$ cat config.mk
export PLATFORM = sky130hd
export DESIGN_NAME = serial_chunk_adder_flat
export DESIGN_NICKNAME = d
export VERILOG_FILES = /design/src/rtl/serial_chunk_adder_pkg.sv /design/src/rtl/serial_chunk_adder_if.sv /design/src/rtl/serial_chunk_adder_fa_chunk.sv /design/src/rtl/serial_chunk_adder.sv /design/src/flat_wrapper.sv
export SDC_FILE = /design/constraint.sdc
export NUM_CORES = 1
export LEC_CHECK = 0
export BUFFER_PORTS_ARGS = -buffer_cell sky130_fd_sc_hd__buf_2
export CORE_ASPECT_RATIO = 0.8
export CORE_MARGIN = 3
export CORE_UTILIZATION = 53
export CTS_CLUSTER_SIZE = 8
export DETAILED_ROUTE_END_ITERATION = 6
export PLACE_DENSITY = 0.78
export SLEW_MARGIN = 20
export SYNTH_ARGS = -nofsm -noshare
export SYNTH_HDL_FRONTEND = slang
export SYNTH_SLANG_ARGS = --single-unit
$ cat constraint.sdc
create_clock -name clk -period 2.5 [get_ports clk]
set_input_delay 0 -clock clk [delete_from_list [all_inputs] [get_ports clk]]
set_output_delay 0 -clock clk [all_outputs]
set_load 0.05 [all_outputs]
$ cat src/rtl/serial_chunk_adder_pkg.sv
// serial_chunk_adder_pkg: shared FSM state type and sizing helper for the
// chunk-serial adder/subtractor.
package serial_chunk_adder_pkg;

  typedef enum logic [1:0] {
    IDLE = 2'b00,
    RUN  = 2'b01,
    DONE = 2'b10
  } state_t;

  // Ceiling log2, used to size the chunk counter from the chunk count N.
  function automatic int clog2(input int n);
    int r;
    r = 0;
    for (int v = n - 1; v > 0; v = v >> 1) begin
      r = r + 1;
    end
    return r;
  endfunction

endpackage

$ cat src/rtl/serial_chunk_adder_if.sv
// serial_chunk_adder_if: start/ready/done handshake plus operand and result
// bus of the chunk-serial adder. The overflow signal only exists when
// SERIAL_CHUNK_ADDER_OVF_EN is defined.
interface serial_chunk_adder_if #(
  parameter int WIDTH = 16
);
  logic             start;
  logic             ready;
  logic             sub;
  logic [WIDTH-1:0] a;
  logic [WIDTH-1:0] b;
  logic             carry_in;
  logic [WIDTH-1:0] sum;
  logic             carry_out;
  logic             done;
`ifdef SERIAL_CHUNK_ADDER_OVF_EN
  logic             overflow;

  modport master (
    output start, sub, a, b, carry_in,
    input  ready, sum, carry_out, done, overflow
  );

  modport slave (
    input  start, sub, a, b, carry_in,
    output ready, sum, carry_out, done, overflow
  );
`else
  modport master (
    output start, sub, a, b, carry_in,
    input  ready, sum, carry_out, done
  );

  modport slave (
    input  start, sub, a, b, carry_in,
    output ready, sum, carry_out, done
  );
`endif
endinterface

$ cat src/rtl/serial_chunk_adder_fa_chunk.sv
// fa_chunk: combinational CHUNK-bit ripple adder built from per-bit
// full-adder equations. c_msb_in (carry into the top bit) is only provided
// when SERIAL_CHUNK_ADDER_OVF_EN is defined, for signed overflow detection.
module fa_chunk #(
  parameter int CHUNK = 4
) (
  input  logic [CHUNK-1:0] x,
  input  logic [CHUNK-1:0] y,
  input  logic             cin,
  output logic [CHUNK-1:0] s,
`ifdef SERIAL_CHUNK_ADDER_OVF_EN
  output logic             c_msb_in,
`endif
  output logic             cout
);

  logic [CHUNK:0] w_c;

  assign w_c[0] = cin;

  for (genvar i = 0; i < CHUNK; i++) begin : g_bit
    assign s[i]     = x[i] ^ y[i] ^ w_c[i];
    assign w_c[i+1] = (x[i] & y[i]) | (w_c[i] & (x[i] ^ y[i]));
  end

  assign cout = w_c[CHUNK];
`ifdef SERIAL_CHUNK_ADDER_OVF_EN
  assign c_msb_in = w_c[CHUNK-1];
`endif

endmodule

$ cat src/rtl/serial_chunk_adder.sv
// serial_chunk_adder: adds/subtracts two WIDTH-bit operands CHUNK bits per
// clock, LSB chunk first, keeping the inter-chunk carry in a register.
// Optional feature macro: SERIAL_CHUNK_ADDER_OVF_EN adds a registered signed
// overflow flag.
module serial_chunk_adder
  import serial_chunk_adder_pkg::*;
#(
  parameter int WIDTH = 16,
  parameter int CHUNK = 4
) (
  input logic                  clk,
  input logic                  rst,
  serial_chunk_adder_if.slave  bus
);

  localparam int N     = WIDTH / CHUNK;
  localparam int CNT_W = (clog2(N) < 1) ? 1 : clog2(N);

  state_t           r_state;
  state_t           w_state_nxt;
  logic [CNT_W-1:0] r_cnt;
  logic [WIDTH-1:0] r_a;
  logic [WIDTH-1:0] r_b;
  logic [WIDTH-1:0] r_sum;
  logic             r_carry;
  logic             r_cout;
  logic             w_last;
  logic [CHUNK-1:0] w_s;
  logic             w_cout;
  logic [WIDTH-1:0] w_sum_nxt;
`ifdef SERIAL_CHUNK_ADDER_OVF_EN
  logic             r_ovf;
  logic             w_c_msb_in;
`endif

  // Final chunk is being processed when the counter reaches N-1.
  assign w_last = (r_cnt == CNT_W'(N - 1));

  fa_chunk #(
    .CHUNK (CHUNK)
  ) u_fa_chunk (
    .x        (r_a[CHUNK-1:0]),
    .y        (r_b[CHUNK-1:0]),
    .cin      (r_carry),
    .s        (w_s),
`ifdef SERIAL_CHUNK_ADDER_OVF_EN
    .c_msb_in (w_c_msb_in),
`endif
    .cout     (w_cout)
  );

  // New chunk result enters from the MSB side; after N shifts chunk 0 sits
  // at the bottom of the result.
  if (CHUNK == WIDTH) begin : g_sum_full
    assign w_sum_nxt = w_s;
  end else begin : g_sum_shift
    assign w_sum_nxt = {w_s, r_sum[WIDTH-1:CHUNK]};
  end

  // FSM state register.
  always_ff @(posedge clk or posedge rst) begin
    if (rst) begin
      r_state <= IDLE;
    end else begin
      r_state <= w_state_nxt;
    end
  end

  // FSM next-state logic: accept in IDLE, run N chunks, one DONE cycle.
  always_comb begin
    w_state_nxt = r_state;
    case (r_state)
      IDLE: begin
        if (bus.start) begin
          w_state_nxt = RUN;
        end else begin
          w_state_nxt = IDLE;
        end
      end
      RUN: begin
        if (w_last) begin
          w_state_nxt = DONE;
        end else begin
          w_state_nxt = RUN;
        end
      end
      DONE:    w_state_nxt = IDLE;
      default: w_state_nxt = IDLE;
    endcase
  end

  // Datapath: latch operands on accept, then shift one chunk per RUN cycle.
  always_ff @(posedge clk or posedge rst) begin
    if (rst) begin
      r_cnt   <= '0;
      r_a     <= '0;
      r_b     <= '0;
      r_sum   <= '0;
      r_carry <= 1'b0;
      r_cout  <= 1'b0;
`ifdef SERIAL_CHUNK_ADDER_OVF_EN
      r_ovf   <= 1'b0;
`endif
    end else begin
      case (r_state)
        IDLE: begin
          if (bus.start) begin
            r_a     <= bus.a;
            r_b     <= bus.sub ? ~bus.b : bus.b;
            r_carry <= bus.sub ? 1'b1 : bus.carry_in;
            r_cnt   <= '0;
          end
        end
        RUN: begin
          r_a     <= r_a >> CHUNK;
          r_b     <= r_b >> CHUNK;
          r_sum   <= w_sum_nxt;
          r_carry <= w_cout;
          r_cnt   <= r_cnt + CNT_W'(1);
          if (w_last) begin
            r_cout <= w_cout;
`ifdef SERIAL_CHUNK_ADDER_OVF_EN
            r_ovf  <= w_c_msb_in ^ w_cout;
`endif
          end
        end
        default: begin
        end
      endcase
    end
  end

  assign bus.ready     = (r_state == IDLE);
  assign bus.done      = (r_state == DONE);
  assign bus.sum       = r_sum;
  assign bus.carry_out = r_cout;
`ifdef SERIAL_CHUNK_ADDER_OVF_EN
  assign bus.overflow  = r_ovf;
`endif

endmodule
$ cat src/flat_wrapper.sv
// flat-port wrapper written by rule: the top's interface ports become plain ports
module serial_chunk_adder_flat import serial_chunk_adder_pkg::*;
#(
  parameter int WIDTH = 16,
  parameter int CHUNK = 4
)
  (clk, rst, bus_start, bus_sub, bus_a, bus_b, bus_carry_in, bus_ready, bus_sum, bus_carry_out, bus_done);
  serial_chunk_adder_if #(.WIDTH(WIDTH)) bus_i ();
  input logic clk;
  input logic rst;
  input wire logic [$bits(bus_i.start)-1:0] bus_start;
  input wire logic [$bits(bus_i.sub)-1:0] bus_sub;
  input wire logic [$bits(bus_i.a)-1:0] bus_a;
  input wire logic [$bits(bus_i.b)-1:0] bus_b;
  input wire logic [$bits(bus_i.carry_in)-1:0] bus_carry_in;
  output wire logic [$bits(bus_i.ready)-1:0] bus_ready;
  output wire logic [$bits(bus_i.sum)-1:0] bus_sum;
  output wire logic [$bits(bus_i.carry_out)-1:0] bus_carry_out;
  output wire logic [$bits(bus_i.done)-1:0] bus_done;
  assign bus_i.start = bus_start;
  assign bus_i.sub = bus_sub;
  assign bus_i.a = bus_a;
  assign bus_i.b = bus_b;
  assign bus_i.carry_in = bus_carry_in;
  assign bus_ready = bus_i.ready;
  assign bus_sum = bus_i.sum;
  assign bus_carry_out = bus_i.carry_out;
  assign bus_done = bus_i.done;
  serial_chunk_adder #(.WIDTH(WIDTH), .CHUNK(CHUNK)) u_core (.clk(clk), .rst(rst), .bus(bus_i));
endmodule
Word-level counts from Yosys, hierarchy flattened
Cells that the tools add are included.
- bits in registers: 54
- input port bits: 37
- output and inout bits: 19
- word-level logic and storage cells: 50
- add/subtract/negate cells: 1
- equality and inequality tests: 4
- multiplexer cells: 13
- bitwise logic cells: 21
- reductions and logical operators: 4
- operator list (operator ; count):
    16-bit case mux with 2 select lines ; 2
    16-bit two-way mux ; 3
    16-bit inverter ; 1
    1-bit AND ; 8
    2-bit case mux with 2 select lines ; 2
    1-bit bitwise XOR ; 8
    2-bit == test, second input constant ; 2
    2-bit two-way mux ; 2
    1-bit OR ; 4
    2-bit AND reduction ; 2
    1-bit two-way mux ; 3
    2-bit by 1-bit adder with 2-bit output, second input constant ; 1
    2-bit by 1-bit == test with 1-bit output, second input constant ; 1
    2-bit logical NOT ; 1
    2-bit inequality test, second input constant ; 1
    1-bit case mux with 2 select lines ; 1
    2-bit nonzero test ; 1

Longest topological paths before layout
- depth in word-level cells: 10
- depth in mapped cells: 9
- mapped depth without buffers: 9

Hierarchy
From an unflattened synthesis, not the netlist that was laid out.
- cells, all modules: 225
- area, all modules: 2548.7 um2
- by module, submodules not included (module ; instances ; cells each ; area each (um2) ; sequential area each (um2)):
    serial_chunk_adder ; 1 ; 211 ; 2431.1 ; 1351.3
    fa_chunk ; 1 ; 14 ; 117.6 ; 0.0

Worst setup path after synthesis
No wires, ideal clock.
- kind: reg-to-reg
- start: reg u_core.r_carry
- end: reg u_core.r_sum[15], in the netlist u_core.bus.sum[15]
- setup time: 0.077 ns
- arrival: 1.954 ns
- required time: 2.423 ns
- path slack: 0.469 ns
- stages on the path, launching flop included: 9
- buffers on the path: 0
- clock period less this slack: 2.031 ns
- cells stage by stage: dfrtp_1 fa_1 inv_1 fa_1 inv_1 fa_1 inv_1 fa_1 a21oi_1
- longest elaborated chain between the ends: 7
- RTL lines (element ; RTL line ; RTL):
    from (decl) ; serial_chunk_adder.sv:25 ; logic r_carry;
    from (signal assigned) ; serial_chunk_adder.sv:110 ; r_carry <= bus.sub ? 1'b1 : bus.carry_in;
    from (signal assigned) ; serial_chunk_adder.sv:118 ; r_carry <= w_cout;
    1-bit AND ; serial_chunk_adder_fa_chunk.sv:23 ; assign w_c[i+1] = (x[i] & y[i]) | (w_c[i] & (x[i] ^ y[i]));
    1-bit OR ; serial_chunk_adder_fa_chunk.sv:23 ;
    1-bit AND ; serial_chunk_adder_fa_chunk.sv:23 ;
    1-bit OR ; serial_chunk_adder_fa_chunk.sv:23 ;
    1-bit AND ; serial_chunk_adder_fa_chunk.sv:23 ;
    1-bit OR ; serial_chunk_adder_fa_chunk.sv:23 ;
    1-bit bitwise XOR ; serial_chunk_adder_fa_chunk.sv:22 ; assign s[i] = x[i] ^ y[i] ^ w_c[i];
    to (signal assigned) ; serial_chunk_adder.sv:117 ; r_sum <= w_sum_nxt;
    to (decl) ; serial_chunk_adder.sv:24 ; logic [WIDTH-1:0] r_sum;
No other way between the ends.
A chain may end at the register's enable or synchronous reset.

Worst setup path in the final report
Ends and elaborated chain as after synthesis.

==> flow_summary.ini <==
[synth]
syn_nets = 245
seq_area_frac_synth = 0.546
syn_area_um2 = 2480
synth_edf_count = 0
async_flop_share = 1.00
synth-warning-count = 0
syn_inst = 203
netlist_top_cells_area = dfrtp_1 55%, mux2_2 6.4%, xor2_1 5.7%, a221o_1 4.9%, and3b_1 4.2%
synth.most_common_cell = dfrtp_1
synth_seq_cells = 54
yosysTopAreaCellShare = 0.546
synth_common_cells = 54 x dfrtp_1, 16 x xor2_1, 14 x mux2_2, 13 x a22oi_1
synthDistinctLibCells = 25
yosys.area.top_type = dfrtp_1
synth_flop_cell = dfrtp_1
syn_avg_cell_area_um2 = 12.2

[sta]
skew_ns = 0.00529
layout_min_cycle_time_ns = 2.24
maxSlewViolCount = 0
finalCritPeriodShare = 0.894
holdWs_ns = 0.0142
setup_tns_ns = 0
slew_headroom = 0.685
rsz0062_at_grt = no
fmax_mhz = 447
worst_pin_slew_ns = 0.471
hold_viol = 0
setup_viol = 0

[placement]
place_congestion = 0.900
dpl.hpwl_um = 3490
portBuffers = 55

[grt]
grt_usage = 0.209
antenna_found_initial = 0
grt_pass1_wl_um = 8520
grt_pass1_vias = 1766
overflow = 0
grt_max_degree = 34

[clock_network]
post_cts_resized = 0
post_cts_buffers = 0
clock-sinks = 54
clk_pin_slew_ns = 0.09
cts_buffers = 5
clockRootBuffer = clkbuf_8
cts_tree = done
htreeDepth = 2
clock_path_buffers = 2
clk-insertion-delay-late_ns = 0.31

[floorplanning]
die_x_um = 82.4
dieArea_um2 = 5530
start_util = 0.571
rows = 21
die_y_um = 67.1
core_um2 = 4340
ios = 56

[route]
ant_nets = 0
wire_per_inst_um = 15.9
drt_iter0_markers = 120
route.detailed.drc = 0
vias = 1783
wirelength_um = 5200
viasPerCell = 5.45
drt_first_pass_iters = 4

[cells_and_area]
layout.nets = 312
drive_gt1_frac = 0.319
area_delta_synth_final_pct = 22.8
antenna_cells = 0

[run]
cap_violations = 0

[pwr]
pwr_density_cell_nw_per_um2 = 1350
irDropWorstVdd_v = 0.000899
p_leak_nw = 1.48

[hold_path]
min_from = bus_a[1]
worstHoldPathType = in -> reg

[setup_path]
reg2reg_from = u_core.r_carry$_DFFE_PP0P_
path_class = reg -> reg
startpoint_type = flop
required_ns = 2.74
endpoint_kind = flop
crit_start = u_core.r_carry$_DFFE_PP0P_
crit_arrival_ns = 2.48
worst-path-max-fanout = 2

[run_status]
status = finished, final reports clean
sequential cells by signal, summed over array words and instances, names as in the netlist:
| signal | count |
|---|---|
| u_core.r_b | 16 |
| u_core.r_a | 16 |
| u_core.r_cnt | 2 |
| u_core.r_state | 2 |
| u_core.bus.carry_out | 1 |
| u_core.bus.sum | 16 |
| u_core.r_carry | 1 |
final timing paths:
| check | to | slack, ns | cells after the start |
|---|---|---|---|
| worst max-delay path | u_core.bus.sum[15]$_DFFE_PP0P_ | 0.26 | 8 |
| worst min-delay path | u_core.r_a[1]$_DFFE_PP0P_ | 0.01 | 3 |
| worst max register to register | u_core.bus.sum[15]$_DFFE_PP0P_ | 0.26 | 8 |
| worst min register to register | u_core.r_a[6]$_DFFE_PP0P_ | 0.49 | 2 |
| max in group asynchronous | u_core.r_a[1]$_DFFE_PP0P_ | 1.49 | 4 |
| min in group asynchronous | u_core.r_b[6]$_DFFE_PP0P_ | 0.24 | 3 |
final cells by class:
| cell class | count | area (µm²) |
|---|---|---|
| clock buffers | 6 | 82.6 |
| inverters | 8 | 30.0 |
| multi-input cells | 125 | 1010 |
| well taps | 57 | 71.3 |
| fillers | 331 | 1290 |
| flip-flops and latches | 54 | 1350 |
| repair buffers | 76 | 465 |
| clock inverters | 1 | 30.0 |
report_power, final:
| group | total, mW | internal (mW) | switching [mW] |
|---|---|---|---|
| clock network | 0.594 | 0.321 | 0.274 |
| logic | 1.99 | 0.764 | 1.23 |
| registers | 1.53 | 1.26 | 0.267 |
stage by stage:
| stage | cells | util | area (µm²) | setup slack, ns | power [mW] |
|---|---|---|---|---|---|
| 2_1_floorplan | 203 | - | 2480 | 0.469 | 3.04 |
| 3_3_place_gp | 307 | 0.646 | 2800 | 0.412 | 3.45 |
| 3_5_place_dp | 307 | 0.646 | 2800 | 0.290 | 3.52 |
| 4_1_cts | 327 | 0.702 | 3040 | 0.261 | 4.14 |
| 5_1_grt | 327 | 0.702 | 3040 | 0.162 | 4.39 |
| 6_report | 327 | 0.702 | 3040 | 0.264 | 4.12 |
worst max-delay path: stages, from the launching register on:
cell and delay (ns):
dfrtp_1 0.41, fa_1 0.44, inv_1 0.09, fa_1 0.17, inv_1 0.06, fa_1 0.37, inv_1 0.09, fa_1 0.41
a21oi_1 0.13
kinds of logic after synthesis:
group                      synth area share
buffers and inverters                0.0475
AOI/OAI and AO/OA                     0.164
xor gates and xnor gates             0.0566
DFF                                   0.546
muxes                                0.0637
adders and majority gates            0.0374
and+or+nand+nor                      0.0854
per-layer routing:
layer	up-vias	global-route usage	part of all wire
met5	-	0	0
met4	0	0.0394	0.0046
met3	3	0.0627	0.051
met2	50	0.345	0.49
met1	873	0.275	0.45
li1	857	-	-
placed cells by master (no fill, tap or decap), types with 9 or more instances in the layout:
cell           synthesis  layout
a22oi_1               13      13
nand2_1               10      10
dlygate4sd3_1          0      13
a221o_1               12      12
buf_2                 10      55
o21ai_0               10      10
dfrtp_1               54      54
a22o_1                 9       9
and3b_1               12      12
xor2_1                16      16
mux2_2                14      14
what timing repair did:
item                       4_1_cts  5_1_grt
hold buffers                    13        0
hold endpoints to repair        33        0
setup endpoints to repair        0        0
No activity file was read; power rests on OpenSTA's default activity.
